### config.mk
export PLATFORM = sky130hd
export DESIGN_NAME = muldiv_iter
export DESIGN_NICKNAME = d
export VERILOG_FILES = /design/src/rtl/muldiv_iter.sv
export SDC_FILE = /design/constraint.sdc
export NUM_CORES = 1
export LEC_CHECK = 0
export ABC_AREA = 0
export BUFFER_PORTS_ARGS = -buffer_cell sky130_fd_sc_hd__buf_2
export CORE_ASPECT_RATIO = 0.75
export CORE_UTILIZATION = 32
export CTS_CLUSTER_DIAMETER = 40
export DETAILED_ROUTE_END_ITERATION = 12
export GPL_TIMING_DRIVEN = 0
export HOLD_SLACK_MARGIN = 0.15
export PLACE_DENSITY_LB_ADDON = 0.3
export SYNTH_ARGS = -nofsm -noshare
export SYNTH_HDL_FRONTEND = slang
export SYNTH_SLANG_ARGS = --single-unit
### constraint.sdc
create_clock -name clk -period 11.5 [get_ports clk]
set_input_delay 0.575 -clock clk [delete_from_list [all_inputs] [get_ports clk]]
set_output_delay 0.575 -clock clk [all_outputs]
set_load 0.1 [all_outputs]
### src/rtl/muldiv_iter.sv
// Iterative multiply/divide engine: shift-subtract divide, shift-add multiply.
// One bit per cycle on operand magnitudes, sign fix-up on entry to DONE.
module muldiv_iter #(
    parameter int WIDTH = 32
) (
    input  logic               clk,
    input  logic               rst,
    input  logic               start_i,
    input  logic               op_i,
    input  logic               sign_i,
    input  logic [WIDTH-1:0]   opdata1_i,
    input  logic [WIDTH-1:0]   opdata2_i,
    input  logic               annul_i,
    output logic [2*WIDTH-1:0] result_o,
    output logic               ready_o,
    output logic               busy_o,
    output logic               dbz_o
);
    localparam int CW = (WIDTH > 2) ? $clog2(WIDTH) : 1;

    typedef enum logic [1:0] {IDLE, DBZ, BUSY, DONE} state_t;

    state_t             state, state_nxt;
    logic               op_q, neg_q, neg_r, dbz_q;
    logic [WIDTH-1:0]   b_q, hi_q, lo_q;
    logic [CW-1:0]      cnt;
    logic [2*WIDTH-1:0] res_q;

    logic               accept, last, neg1, neg2;
    logic [WIDTH-1:0]   mag1, mag2;
    logic [WIDTH:0]     diff, sum;
    logic [WIDTH-1:0]   hi_nxt, lo_nxt;
    logic [2*WIDTH-1:0] prod, fin;

    assign accept = (state == IDLE) && start_i && !annul_i;
    assign last   = (cnt == CW'(WIDTH - 1));
    assign neg1   = sign_i & opdata1_i[WIDTH-1];
    assign neg2   = sign_i & opdata2_i[WIDTH-1];
    assign mag1   = neg1 ? -opdata1_i : opdata1_i;
    assign mag2   = neg2 ? -opdata2_i : opdata2_i;

    // hi/lo hold remainder/quotient for divide, upper/lower product for multiply
    assign diff = {hi_q, lo_q[WIDTH-1]} - {1'b0, b_q};
    assign sum  = {1'b0, hi_q} + (lo_q[0] ? {1'b0, b_q} : '0);

    always_comb begin
        hi_nxt = '0;
        lo_nxt = '0;
        fin    = '0;
        if (op_q) begin
            hi_nxt = sum[WIDTH:1];
            lo_nxt = {sum[0], lo_q[WIDTH-1:1]};
            prod   = {hi_nxt, lo_nxt};
            fin    = neg_q ? -prod : prod;
        end else begin
            prod   = '0;
            hi_nxt = diff[WIDTH] ? {hi_q[WIDTH-2:0], lo_q[WIDTH-1]}
                                 : diff[WIDTH-1:0];
            lo_nxt = {lo_q[WIDTH-2:0], ~diff[WIDTH]};
            fin    = {neg_r ? -hi_nxt : hi_nxt, neg_q ? -lo_nxt : lo_nxt};
        end
    end

    always_comb begin
        state_nxt = state;
        unique case (state)
            IDLE: if (accept)
                      state_nxt = (!op_i && opdata2_i == '0) ? DBZ : BUSY;
            DBZ:  state_nxt = DONE;
            BUSY: if (annul_i)   state_nxt = IDLE;
                  else if (last) state_nxt = DONE;
            DONE: if (!start_i)  state_nxt = IDLE;
        endcase
    end

    always_ff @(posedge clk) begin
        if (!rst) state <= IDLE;
        else      state <= state_nxt;
    end

    always_ff @(posedge clk) begin
        if (!rst) begin
            op_q  <= 1'b0;
            neg_q <= 1'b0;
            neg_r <= 1'b0;
            dbz_q <= 1'b0;
            b_q   <= '0;
            hi_q  <= '0;
            lo_q  <= '0;
            cnt   <= '0;
            res_q <= '0;
        end else if (accept) begin
            op_q  <= op_i;
            neg_q <= neg1 ^ neg2;
            neg_r <= neg1;
            dbz_q <= 1'b0;
            b_q   <= op_i ? mag1 : mag2;
            lo_q  <= op_i ? mag2 : mag1;
            hi_q  <= '0;
            cnt   <= '0;
            res_q <= '0;
        end else if (state == DBZ) begin
            dbz_q <= 1'b1;
            res_q <= '0;
        end else if (state == BUSY) begin
            hi_q <= hi_nxt;
            lo_q <= lo_nxt;
            cnt  <= cnt + CW'(1);
            if (last) res_q <= fin;
        end
    end

    assign ready_o  = (state == DONE);
    assign busy_o   = (state == DBZ) || (state == BUSY);
    assign dbz_o    = ready_o & dbz_q;
    assign result_o = ready_o ? res_q : '0;
endmodule

==> summary.txt, run 1 <==
GRT
  • Largest net degree at the start of global routing: 17
  • Vias in the first global route: 18200
  • Tot GR Track Use: 0.273
  • Grt total ovfl: 0
  • First-pass GRT wire length: 120 mm
  • Initial antenna violation count: 1

Critical path
  • R2r startpoint: lo_q[31]
  • CP endpoint kind: flop
  • Critical path fanouts, max: 10
  • Worst setup SP type: flop
  • Crit path DAT: 7.81 ns
  • Critical Path Start: lo_q[31]
  • Critical path required time: 11.87 ns
  • Critical path type: reg -> reg

Floorplan
  • Area of the core: 56100 um2
  • Die ar.: 57900 um2
  • I/O pin cnt: 137
  • Die Y: 209 um
  • Num rows: 75
  • Die Wd: 278 um
  • Initial Util: 0.325

Timing
  • Setup ws final: 4.06 ns
  • Layout Skew: 0.0272 ns
  • Slew Viols, Final: 0
  • Final hold vios: 0
  • Final setup violation count: 0
  • Hold_ws: 0.421 ns
  • Actual slew at the worst max-slew pin: 1.22 ns
  • Crit share post-route: 0.647
  • Setup TNS: 0 ns
  • Post-layout minimum cycle time: 7.44 ns
  • Max_slew headroom: 0.181
  • RSZ-0062 raised after global routing: false
  • Upper clock frequency limit: 134 MHz

Synth
  • Post-Syn Nets: 2737
  • Most area-hungry cell type in the Yosys netlist: dfxtp_1
  • Synth Cell Area: 18200 um2
  • Post-synth EDFFs: 0
  • Post-synth cell types: 111
  • Avg Cell Area, Syn: 7.04 um2
  • Syn Inst Count: 2589
  • Seq cells post-synth: 171
  • Post-synthesis sequential area ratio: 0.188
  • Ys async rst share: 0
  • Yosys warning total: 0
  • Most area-consuming cells after synthesis: dfxtp_1 19%, a21oi_1 6.2%, nand2_1 6.0%, nor2_1 5.9%, ha_1 5.2%
  • Synth top area share: 0.188
  • Dominant synthesized flop cell: dfxtp_1

Clock network
  • Setup Fix Bufs, Post-CTS: 0
  • Reg clk slew, reported paths: 0.07 ns
  • Total CTS buffers: 17
  • CTS Buffer Depth: 2
  • Root Driver: clkbuf_16
  • Clk_lat worst skew: 0.49 ns
  • CTS tree: yes
  • Hold Buf Count CTS: 0
  • Post-CTS Resized: 0
  • # H-tree levels: 4
  • CTS sink cnt: 171

Run
  • Number of max-cap violations: 0

Route
  • DRC violation count after routing: 0
  • Detailed Routing Iterations Pass 1: 7
  • Via count: 20700
  • Routed WL per cell: 23.4 um
  • Initial DRC count: 2910
  • Routed wire length: 81.7 mm
  • Number of routed nets with antenna violations: 0
  • Number of vias per cell: 5.93

Final layout
  • P&R area growth vs syn: 12.0%
  • Number of diodes: 0
  • Filler Cell Count: 6098
  • FF/Latch Area: 3420 um2
  • Final design area excluding fillers: 20400 um2
  • Nets: 2891
  • Layout cells sized above 1: 0.103
  • Multi-input gate area in the final layout: 13700 um2

Hold path
  • Hold WC Path Type: in -> reg
  • Hold path start: rst

Placed design
  • I/O Buffers: 134
  • Area after DPL: 19800 um2
  • Worst setup slack after placement: 4.39 ns
  • GP Congestion: 0.994
  • DPL Wire Length: 66.9 mm

Status
  • Outcome: finished, final reports clean
[flip-flops by register name, indices dropped and copies added, names as in the netlist]
name   cells
hi_q      32
b_q       32
lo_q      32
state      2
neg_r      1
op_q       1
dbz_q      1
neg_q      1
res_q     64
cnt        5
[critical path, cell delays in order, from the launching register on]
cell	delay, ns
dfxtp_1	0.57
inv_1	0.24
ha_1	0.31
fa_1	0.41
nand2b_1	0.23
a21o_1	0.25
a21boi_4	0.19
o21ai_1	0.23
a21oi_4	0.28
nor2_8	0.08
inv_2	0.06
buf_2	0.27
buf_1	0.50
clkbuf_1	0.57
nor2_1	0.08
a21oi_1	0.32
ha_1	0.21
clkbuf_1	0.35
nand2_1	0.09
or4b_1	0.51
o2111a_1	0.15
nand4bb_1	0.38
or2_1	0.36
or4_1	0.47
and3_1	0.21
[path summary, 6_finish.rpt]
| path | end | slack [ns] | cells past startpoint |
|---|---|---|---|
| worst max-delay path | res_q[54] | 4.06 | 24 |
| worst min-delay path | lo_q[26] | 0.42 | 3 |
| worst max register to register | res_q[54] | 4.06 | 24 |
| worst min register to register | b_q[12] | 0.45 | 2 |
[through the flow]
stage | util | instances
after floorplan | - | 2589
after global placement | 0.353 | 3454
after detailed placement | 0.353 | 3454
after CTS | 0.364 | 3485
after global routing | 0.364 | 3486
final | 0.364 | 3486
[kinds of logic after synthesis]
| family | share of synthesized area |
|---|---|
| flip-flops | 0.188 |
| adder cells (fa/ha/maj) | 0.0544 |
| XOR/XNOR | 0.0875 |
| AO/OA/AOI/OAI | 0.289 |
| multiplexers | 0.0513 |
| buffers and inverters | 0.0592 |
| AND/OR/NAND/NOR | 0.271 |
[area by class of cell]
cell class / instances / share of cell area
Sequential cell: 171 / 0.168
Inverter: 81 / 0.0149
Clock inverter: 12 / 0.00729
Timing Repair Buffer: 135 / 0.0332
Multi-Input combinational cell: 2150 / 0.672
Clock buffer: 19 / 0.0222
Buffer: 187 / 0.0379
Tap cell: 731 / 0.0448
[synth_stat cells, drive strengths merged (6+ instances only)]
master,number
nand2,293
nor2,289
a21oi,235
dfxtp,171
o21ai,169
clkbuf,141
xnor2,106
and2,101
nor3,84
o211ai,83
inv,81
mux2i,81
ha,76
xor2,76
a211oi,56
nand3,55
buf,46
or3,38
o31ai,31
and3,27
nor4,25
a21o,22
nand2b,20
o41ai,18
nand4,17
o21a,17
or2,17
a31oi,16
or4,12
mux2,11
a211o,10
a221oi,10
o221ai,10
nor2b,9
o211a,9
and4,8
o2111ai,8
o22ai,7
a311oi,6
[cells in the final DEF (no fill, tap or decap), drive strengths merged, types with 83 or more instances in the layout]
cell type,count
nor3,84
xnor2,106
o211ai,83
clkbuf,161
o21ai,169
nor2,289
buf,180
inv,89
a21oi,235
nand2,293
dfxtp,171
and2,101
[metal layers]
| layer | track usage | up-vias | share of wire | routed length [um] |
|---|---|---|---|---|
| met2 | 0.359 | 1195 | 0.38 | 30800 |
| met3 | 0.0856 | 82 | 0.13 | 10700 |
| met5 | 0 | - | 0.00016 | 13 |
| met1 | 0.422 | 9735 | 0.48 | 38900 |
| li1 | - | 9670 | - | - |
| met4 | 0.0493 | 2 | 0.016 | 1270 |
Power of run 1 is left out: the tool's default activity adds up to more than one toggle a clock period on the data nets, which glitch-free logic cannot reach.
==> run 2, diff against run 1 <==
- clock period: 11.5 -> 6.44 ns (I/O delays scaled with it)
==> summary.txt, run 2 (synthesis results as in run 1) <==
Hold path
  • Hold path start: rst
  • Worst hold stages: 3 (unchanged)
  • Hold EP: lo_q[26]
  • Hold WC Path Type: in -> reg

Timing
  • Upper clock frequency limit: 157 MHz (+17%)
  • RSZ-0062 raised after global routing: false
  • Max_slew headroom: 0.197 (+0.0155)
  • Actual slew at the worst max-slew pin: 1.20 ns (-0.0231 ns)
  • Setup TNS: 0 ns (unchanged)
  • Layout Skew: 0.0287 ns (+0.00157 ns)
  • Crit share post-route: 0.990 (+0.343)
  • Final hold vios: 0 (unchanged)
  • Post-layout minimum cycle time: 6.38 ns (-1.06 ns)
  • Final setup violation count: 0 (unchanged)
  • Slew Viols, Final: 0 (unchanged)

Clock network
  • Root Driver: clkbuf_16
  • Reg clk slew, reported paths: 0.07 ns (about the same)
  • Total CTS buffers: 17 (unchanged)
  • CTS Buffer Depth: 2 (unchanged)
  • Hold Buf Count CTS: 0 (unchanged)
  • Setup Fix Bufs, Post-CTS: 0 (unchanged)
  • CTS sink cnt: 171 (unchanged)
  • Clk_lat worst skew: 0.49 ns (about the same)
  • # H-tree levels: 4 (unchanged)
  • CTS tree: yes

Placed design
  • I/O Buffers: 134 (unchanged)
  • Placed Cells: 3454 (unchanged)
  • Area after DPL: 19800 um2 (unchanged)
  • DPL Wire Length: 66.9 mm (unchanged)
  • GP Congestion: 0.994 (unchanged)

Route
  • Routed WL per cell: 23.4 um (about the same)
  • Routed wire length: 81.6 mm (-0.11%)
  • Initial DRC count: 2785 (-4.3%)
  • Detailed Routing Iterations Pass 1: 8 (+1)
  • Number of vias per cell: 5.91 (-0.31%)
  • DRC violation count after routing: 0 (unchanged)
  • Via count: 20600 (-0.34%)
  • Number of routed nets with antenna violations: 0 (unchanged)

Critical path
  • Crit path DAT: 6.74 ns (-1.07 ns)
  • Critical Path Start: lo_q[31]
  • R2r endpoint: res_q[54]
  • Critical path type: reg -> reg
  • Delay-heaviest family, CP: simple AND/OR/NAND/NOR gates
  • Slowest stage delay, CP: 0.51 ns (-0.06 ns)
  • Reg2Reg Depth: 23 (-4.2%)
  • Reg2Reg Setup Slack: 0.06 ns (-4.00 ns)
  • R2r startpoint: lo_q[31]
  • CP endpoint kind: flop
  • Critical path fanouts, max: 10 (unchanged)
  • CP max-delay cell: or4b_1
  • Most frequent CP cell: buf_2
  • Worst path bufs/invs: 5 (-1)
  • Critical path required time: 6.81 ns (-5.06 ns)
  • Worst-path cell chain: inv_1, ha_1, fa_1, nand2b_1, a21o_1, a21boi_4, o21ai_1, a21oi_4, nor2_8, inv_2, buf_2, buf_2, clkbuf_4, nor2_1, a21oi_2, ha_4, nand2_1, or4b_1, o2111a_1, nand4bb_1, or2_1, or4_1, and3_1
  • Worst setup SP type: flop

GRT
  • Initial antenna violation count: 1 (unchanged)
  • First-pass GRT wire length: 120 mm (about the same)
  • Grt total ovfl: 0 (unchanged)
  • Vias in the first global route: 18200 (+0.044%)
  • Tot GR Track Use: 0.273 (about the same)
  • Largest net degree at the start of global routing: 17 (unchanged)

Final layout
  • Layout cells sized above 1: 0.105 (+0.00258)
  • Multi-input gate area in the final layout: 13800 um2 (+0.19%)
  • Commonest cells after routing, fill and taps aside: 292 x nand2_1, 287 x nor2_1, 223 x a21oi_1
  • Post-route insts no fill: 3485 (-0.029%)
  • Number of diodes: 0 (unchanged)
  • Register name with the most flops: res_q
  • FF/Latch Area: 3420 um2 (about the same)
  • Nets: 2890 (-0.035%)
  • Max reg flops: 64 (unchanged)
  • Most common cell after layout, fill and taps aside: nand2_1
  • P&R area growth vs syn: 12.2%
  • Final design area excluding fillers: 20500 um2 (+0.14%)
  • Filler Cell Count: 6096 (-0.033%)

Floorplan
  • Area of the core: 56100 um2 (unchanged)
  • I/O pin cnt: 137 (unchanged)
  • Die Y: 209 um (unchanged)
  • Die ar.: 57900 um2 (unchanged)
  • Num rows: 75 (unchanged)
  • Die Wd: 278 um (unchanged)
  • Initial Util: 0.325 (unchanged)

Run
  • Number of max-cap violations: 0 (unchanged)

Status
  • Outcome: finished, final reports clean
==> run 2: final cells by class <==
type,instances,area share
Buffer,186,0.0379
Clock buffer,19,0.0221
Clock inverter,12,0.00728
Inverter,81,0.0149
Multi-Input combinational cell,2150,0.672
Sequential cell,171,0.167
Tap cell,731,0.0447
Timing Repair Buffer,135,0.0332
==> run 2: stage by stage <==
stage,hold slack [ns],setup WS [ns],utilization
after global placement,0.440,-0.667,0.353
after CTS,0.155,0.105,0.364
after floorplan,0.417,1.13,-
after detailed placement,0.444,-0.672,0.353
after global routing,0.169,0.00546,0.364
final,0.171,0.0641,0.364
==> run 2: worst max path at each step <==
| stage | to | slack (ns) | cells after the start |
|---|---|---|---|
| 2_1_floorplan | res_q[54] | 1.13 | 24 |
| 3_3_place_gp | res_q[60] | -0.67 | 24 |
| 3_5_place_dp | res_q[54] | -0.67 | 24 |
| 4_1_cts | res_q[54] | 0.11 | 23 |
| 5_1_grt | res_q[54] | 0.005 | 23 |
| 6_report | res_q[54] | 0.06 | 23 |
==> run 2: tightest hold or removal path: stages <==
cell     delay [ns]
buf_2          0.15
o21ai_0        0.08
a21oi_1        0.04
==> run 2: what timing repair did <==
action | in CTS | in global routing
setup endpoints to repair | 8 | 2
pin swaps | 0 | 0
gates resized for setup | 6 | 3
==> run 2: layer usage <==
metal / routed length (um) / track usage / vias to the layer above
met4: 1250 / 0.0493 / 2
met1: 38400 / 0.421 / 9652
met2: 30800 / 0.359 / 1209
met5: 13 / 0 / -
met3: 11200 / 0.0856 / 76
li1: - / - / 9674
Power of run 2 is left out for the same reason.
